### config.mk
export PLATFORM = sky130hd
export DESIGN_NAME = seg_scan_ctrl
export DESIGN_NICKNAME = d
export VERILOG_FILES = /design/src/rtl/seg_scan_ctrl.sv
export SDC_FILE = /design/constraint.sdc
export NUM_CORES = 1
export LEC_CHECK = 0
export CORE_MARGIN = 2
export CORE_UTILIZATION = 40
export DETAILED_ROUTE_END_ITERATION = 8
export GPL_ROUTABILITY_DRIVEN = 0
export PLACE_DENSITY = 0.61
export SLEW_MARGIN = 30
export SYNTH_ARGS = -nofsm -noshare
export SYNTH_HDL_FRONTEND = slang
export SYNTH_SLANG_ARGS = --single-unit
### constraint.sdc
create_clock -name clk -period 3.08 [get_ports clk]
set_input_delay 0.616 -clock clk [delete_from_list [all_inputs] [get_ports clk]]
set_output_delay 0.616 -clock clk [all_outputs]
set_load 0.1 [all_outputs]
### src/rtl/seg_scan_ctrl.sv
// seg_scan_ctrl: eight-digit multiplexed 7-segment scanner with a pending/shadow double buffer.
// Define LZ_BLANK_EN to blank leading-zero digits (digit 0 always follows its mask bit).
module seg_scan_ctrl #(
   parameter int SCAN_DIV = 20000,
   parameter int GAP_CYC  = 200
) (
   input  logic        clk,
   input  logic        rst,
   input  logic [31:0] data_in,
   input  logic [7:0]  mask_in,
   input  logic        load,
   output logic        ready,
   output logic [7:0]  led_en,
   output logic [7:0]  led,
   output logic        frame_done
);
   localparam int SW = $clog2(SCAN_DIV);
   typedef enum logic {GAP, ON} state_t;
   localparam state_t S_SLOT0 = (GAP_CYC > 0) ? GAP : ON;
   state_t        r_state;
   logic [SW-1:0] r_slot;
   logic [2:0]    r_digit;
   logic [31:0]   r_pend_data;
   logic [31:0]   r_data_sh;
   logic [7:0]    r_pend_mask;
   logic [7:0]    r_mask_sh;
   logic          r_full;
   logic          w_slot_end;
   logic          w_boundary;
   logic          w_accept;
   logic          w_lit;
   logic [7:0]    w_vis;
   logic [3:0]    w_nib;
   logic [6:0]    w_seg;
   assign w_slot_end = int'(r_slot) == SCAN_DIV - 1;
   assign w_boundary = w_slot_end && r_digit == 3'd7;
   assign w_accept   = load && ready;
   assign w_nib      = r_data_sh[{r_digit, 2'b00} +: 4];
   assign w_lit      = r_state == ON && w_vis[r_digit];
`ifdef LZ_BLANK_EN
   // a digit above 0 lights only if it or some higher nibble is nonzero
   always_comb begin
      w_vis = r_mask_sh;
      for (int i = 1; i < 8; i++)
         w_vis[i] = r_mask_sh[i] && (r_data_sh >> (4 * i)) != 32'd0;
   end
`else
   assign w_vis = r_mask_sh;
`endif
   always_comb begin
      case (w_nib)
         4'h0: w_seg = 7'h40;
         4'h1: w_seg = 7'h79;
         4'h2: w_seg = 7'h24;
         4'h3: w_seg = 7'h30;
         4'h4: w_seg = 7'h19;
         4'h5: w_seg = 7'h12;
         4'h6: w_seg = 7'h02;
         4'h7: w_seg = 7'h78;
         4'h8: w_seg = 7'h00;
         4'h9: w_seg = 7'h10;
         4'hA: w_seg = 7'h08;
         4'hB: w_seg = 7'h03;
         4'hC: w_seg = 7'h46;
         4'hD: w_seg = 7'h21;
         4'hE: w_seg = 7'h06;
         default: w_seg = 7'h0E;
      endcase
   end
   always_ff @(posedge clk or negedge rst) begin
      if (!rst) begin
         r_state     <= S_SLOT0;
         r_slot      <= '0;
         r_digit     <= 3'd0;
         r_pend_data <= 32'd0;
         r_pend_mask <= 8'd0;
         r_data_sh   <= 32'd0;
         r_mask_sh   <= 8'd0;
         r_full      <= 1'b0;
         ready       <= 1'b1;
         led_en      <= 8'hFF;
         led         <= 8'hFF;
         frame_done  <= 1'b0;
      end else begin
         r_slot     <= w_slot_end ? '0 : r_slot + 1'b1;
         r_digit    <= w_slot_end ? r_digit + 3'd1 : r_digit;
         r_state    <= w_slot_end ? S_SLOT0 : (int'(r_slot) == GAP_CYC - 1) ? ON : r_state;
         led_en     <= w_lit ? ~(8'd1 << r_digit) : 8'hFF;
         led        <= w_lit ? {1'b1, w_seg} : 8'hFF;
         frame_done <= w_boundary;
         // acceptance needs ready (= !full), so it never coincides with a transfer
         if (w_accept) begin
            r_pend_data <= data_in;
            r_pend_mask <= mask_in;
            r_full      <= 1'b1;
            ready       <= 1'b0;
         end else if (w_boundary && r_full) begin
            r_data_sh <= r_pend_data;
            r_mask_sh <= r_pend_mask;
            r_full    <= 1'b0;
            ready     <= 1'b1;
         end
      end
   end
endmodule

### Yosys cells after proc, flatten, opt, wreduce, memory -nomap -nowiden

Memory sizes are Yosys's and may differ from the RTL's.
Index checks and enable logic that the tools add are counted.

* flip-flop bits (word level): 118
* ROM bits: 112
* input bits: 43
* output and inout bits: 18
* logic and storage cells: 41
* memories kept: 1

Memory list
* (name not given): depth 16, width 7, read ports 1, clocked after memory_dff 0, wr ports 0, line 51 `case (w_nib)`

* $add $sub $neg: 2
* order comparisons: 1
* equality and inequality tests: 3
* shift-type cells: 2
* multiplexer cells: 11
* bitwise operators: 2
* reduce and logical (&&, ||, !) cells: 7

Operators with widths (number)
* $shiftx A32 B6 Y4: 1
* $add A15 B1 Y15 const B: 1
* $eq A15 B15 Y1 const B: 1
* $eq A15 B9 Y1 const B: 1
* $mux W15: 1
* $mux W8: 1
* $not A8 Y8: 1
* $shl A1 B3 Y8 const A: 1
* $mux W1: 7
* $mux W7: 1
* $logic_and A1 B1 Y1: 4
* $lt A3 B4 Y1 const B: 1
* $reduce_bool A2 Y1: 2
* $add A3 B1 Y3 const B: 1
* $bmux W1 S3: 1
* $eq A3 B3 Y1 const B: 1
* $reduce_and A2 Y1: 1
* $not A1 Y1: 1

### Logic depth before layout (Yosys ltp)

* word-level depth: 5
* depth in mapped cells: 9

### Worst setup path after synthesis

No wires, ideal clock.

* path type: register -> register
* start point: register r_digit[0]
* end point: register led[3]
* setup time: 0.106 ns
* arrival: 2.208 ns
* setup slack: 0.765 ns
* stages on the path, launching flop included: 10
* path buffers: 1
* clock period less this slack: 2.315 ns
* path through: dfrtp_1 > buf_4 > mux4_2 > mux2i_1 > inv_1 > ha_1 > inv_1 > nor3_1 > a211oi_1 > o21ai_0

* word-level cells in the longest chain between the ends: 4
* elaborated cells between the ends (all ways): 6
* those cells by class: 1 x shift; 3 x mux; 1 x reduce/logical; 1 x memory

Ends and longest elaborated chain
* start: declaration: line 22 `logic [2:0] r_digit;`
* start signal: assignment: line 86 `r_digit <= w_slot_end ? r_digit + 3'd1 : r_digit;`
* branches (longest 3 deep; another with $mem_v2 Z16 W7)
* $mux W7 (*): line 89 `led <= w_lit ? {1'b1, w_seg} : 8'hFF;`
* end signal: assignment: line 89
* end: declaration: line 14 `output logic [7:0] led,`

Mark *: on every way between the ends. The select of a mux whose other input is x is not followed.
A chain may end at the register's enable or synchronous reset.

### Worst setup path in the final report

* start point: register r_digit[0]
* end point: register led[6]

Same word-level chain as after synthesis.

==> flow_summary.ini <==
[critical_path]
crit_chain = buf_4 -> mux4_2 -> mux2i_2 -> o21ai_1 -> o221ai_1
crit_path_start = r_digit[0]
path_buf_inv = 1
crit_arrival_ns = 2.92
cp_max_fo = 9
path_delay_family = multiplexers
worstSetupEndpointType = register
path_class = register to register
startpoint_type = register
r2r-start = r_digit[0]
cpMaxStageDelayCell = dfrtp_1
cp_data_required_time_ns = 3.39
slowest_delay_ns = 0.70

[sta]
setup_viol = 0
tns_ns = 0
final.setup.worst_slack_ns = 0.465
hold_violations = 0
slew-limit-headroom_pct = 57.8
fin_skew_ns = 0.00597
max_freq_mhz = 382
worst_pin_slew_ns = 0.631
period_share_pct = 84.9
rsz0062_at_grt = no
min_period_ns = 2.62
maxSlewViolCount = 0

[cts]
postCtsSetupBuffers = 0
clock_path_buffers = 2
cts_root_buf = clkbuf_16
cts_buffers = 17
clk_latency_ns = 0.41
clk_pin_slew_ns = 0.05
clock-sinks = 117
holdBufCountCts = 0
cts_tree = yes
htree_levels = 4
cts-resized-gates = 0

[cells_and_area]
nFillCells = 1087
seq_area_um2 = 2950
finalNetCount = 484
fin_area_um2 = 6510
syn_to_final_growth_pct = 25.2
layout-drive-gt1-share_pct = 36.7
n_antenna_cell = 0
finish.utilization_pct = 51.4
multiInputGateArea_um2 = 2120

[power_and_ir_drop]
irDropWorstVdd_v = 0.000296
p_leak_uw = 0.00311
p_sw_share_pct = 19.9
power_frac_seq_pct = 44.9
p_clk_share_pct = 51.4
switchingPower_uw = 715
power_uw = 3590
p_int_uw = 2880
pwr_density_cell_nw_per_um2 = 552
comb_power_share_pct = 3.7

[yosys]
syn_area_um2 = 5200
ys_seq_area_share_pct = 56.7
synth_common_cells = dfrtp_1, mux2_2, mux2_4
synth.ff_latch_count = 117
synth_edf_count = 0
synth.most_common_cell = dfrtp_1
synthArstFlopShare_pct = 100
syn_nets = 413
netlist.area_leader.share_pct = 48.6
yosysTopAreaCell = dfrtp_1
synth.avg_cell_area_um2 = 14.6
synthCells = 357
synthFlopType = dfrtp_1
yosysUniqueCellTypes = 43
ys_top_cells_by_area = dfrtp_1, mux2_4, mux2_2, dfstp_2, mux4_2
yosys_warnings = 0

[drt]
route.detailed.wl_per_inst_um = 15.7
drc = 0
viasPerCell = 4.94
drt_wl_total_um = 9640
first_iter_violations = 175
routed-via-count = 3026
drtPass1Iterations = 4
antenna_left = 0

[global_routing]
grt_pass1_vias = 3228
grt_max_degree = 92
grt_pass1_wl_um = 16600
antenna_found_initial = 0
gr-total-overflow = 0
grt_usage_pct = 15.5

[placed_design]
hpwl_um = 6620
io_buffers = 59
post_dp_cell_area_um2 = 5950
dpl_worst_slack_ns = 0.453

[worst_hold_path]
hold_class = input port to asynchronous set/reset pin

[floorplanning]
die_h_um = 118
start_util_pct = 41.1
die_x_um = 118
dieArea_um2 = 13900
rows = 41
io_pins = 61
core-area_um2 = 12700

[run]
max_cap_violations = 0

[outcome]
run_status = finished clean
cell type report:
cell class	instances	area share, %
clock buffer	28	7.94
clock inverter	4	0.692
inverter	13	0.749
multi-input combinational	214	32.6
sequential	117	45.3
tap	172	3.31
timing repair buffer	65	9.45
cell usage in the layout, fill, tap and decap left out, types with 5 or more instances in the layout:
| cell type | n |
|---|---|
| dfrtp_1 | 101 |
| mux2_2 | 43 |
| clkdlybuf4s50_1 | 41 |
| mux2_4 | 39 |
| buf_4 | 22 |
| nand2_1 | 18 |
| clkbuf_16 | 17 |
| dfstp_2 | 16 |
| inv_1 | 13 |
| nor2_1 | 13 |
| ha_1 | 13 |
| nand3_1 | 9 |
| mux4_2 | 8 |
| xnor2_1 | 8 |
| mux2i_1 | 7 |
| o21ai_0 | 6 |
| clkbuf_1 | 6 |
| clkbuf_8 | 5 |
sequential cells by signal, summed over array words and instances, names as in the netlist:
signal / count
r_slot: 15
r_digit: 3
r_data_sh: 32
led: 7
frame_done: 1
r_pend_mask: 8
r_full: 1
r_mask_sh: 8
ready: 1
r_state: 1
led_en: 8
r_pend_data: 32
stage by stage:
step	std cells	hold slack, ns
after floorplan	357	0.320
after global placement	581	0.488
after detailed placement	581	0.487
after CTS	613	0.117
after global routing	613	0.118
final	613	0.118
path summary, 6_finish.rpt:
kind,endpoint,slack [ns],depth (start not counted)
setup / recovery,led[6],0.46,5
hold / removal,r_pend_data[13],0.12,1
setup reg to reg,led[6],0.46,5
hold reg to reg,r_data_sh[12],0.50,1
max in group asynchronous,led_en[6],2.16,2
min in group clk,r_data_sh[12],0.50,1
cells by family (layout without fill, tap and decap cells):
kind of cell	Yosys count	after routing	synth area share [%]
other	1	1	0.0721
and+or+nand+nor	66	66	6.76
buffers and inverters	26	110	2.60
AOI/OAI and AO/OA	24	24	3.13
xor gates and xnor gates	12	12	2.02
DFF	117	117	56.7
adders and majority gates	13	13	3.13
muxes	98	98	25.6
per-layer routing:
layer / GRT usage, % / up-vias / routed length [um]
li1: - / 1418 / -
met1: 20.6 / 1511 / 4630
met2: 23.2 / 81 / 4410
met3: 5.43 / 16 / 432
met4: 6.17 / 0 / 171
met5: 0 / - / 0
power by group through the flow:
stage,clock network [uW],registers (uW),logic (uW)
global placement,0,1640,134
detailed placement,0,1640,137
CTS,1900,1610,137
global route,1990,1620,148
finish,1850,1610,133
floorplan,0,1630,47.2
Power figures use the tool's default switching activity.
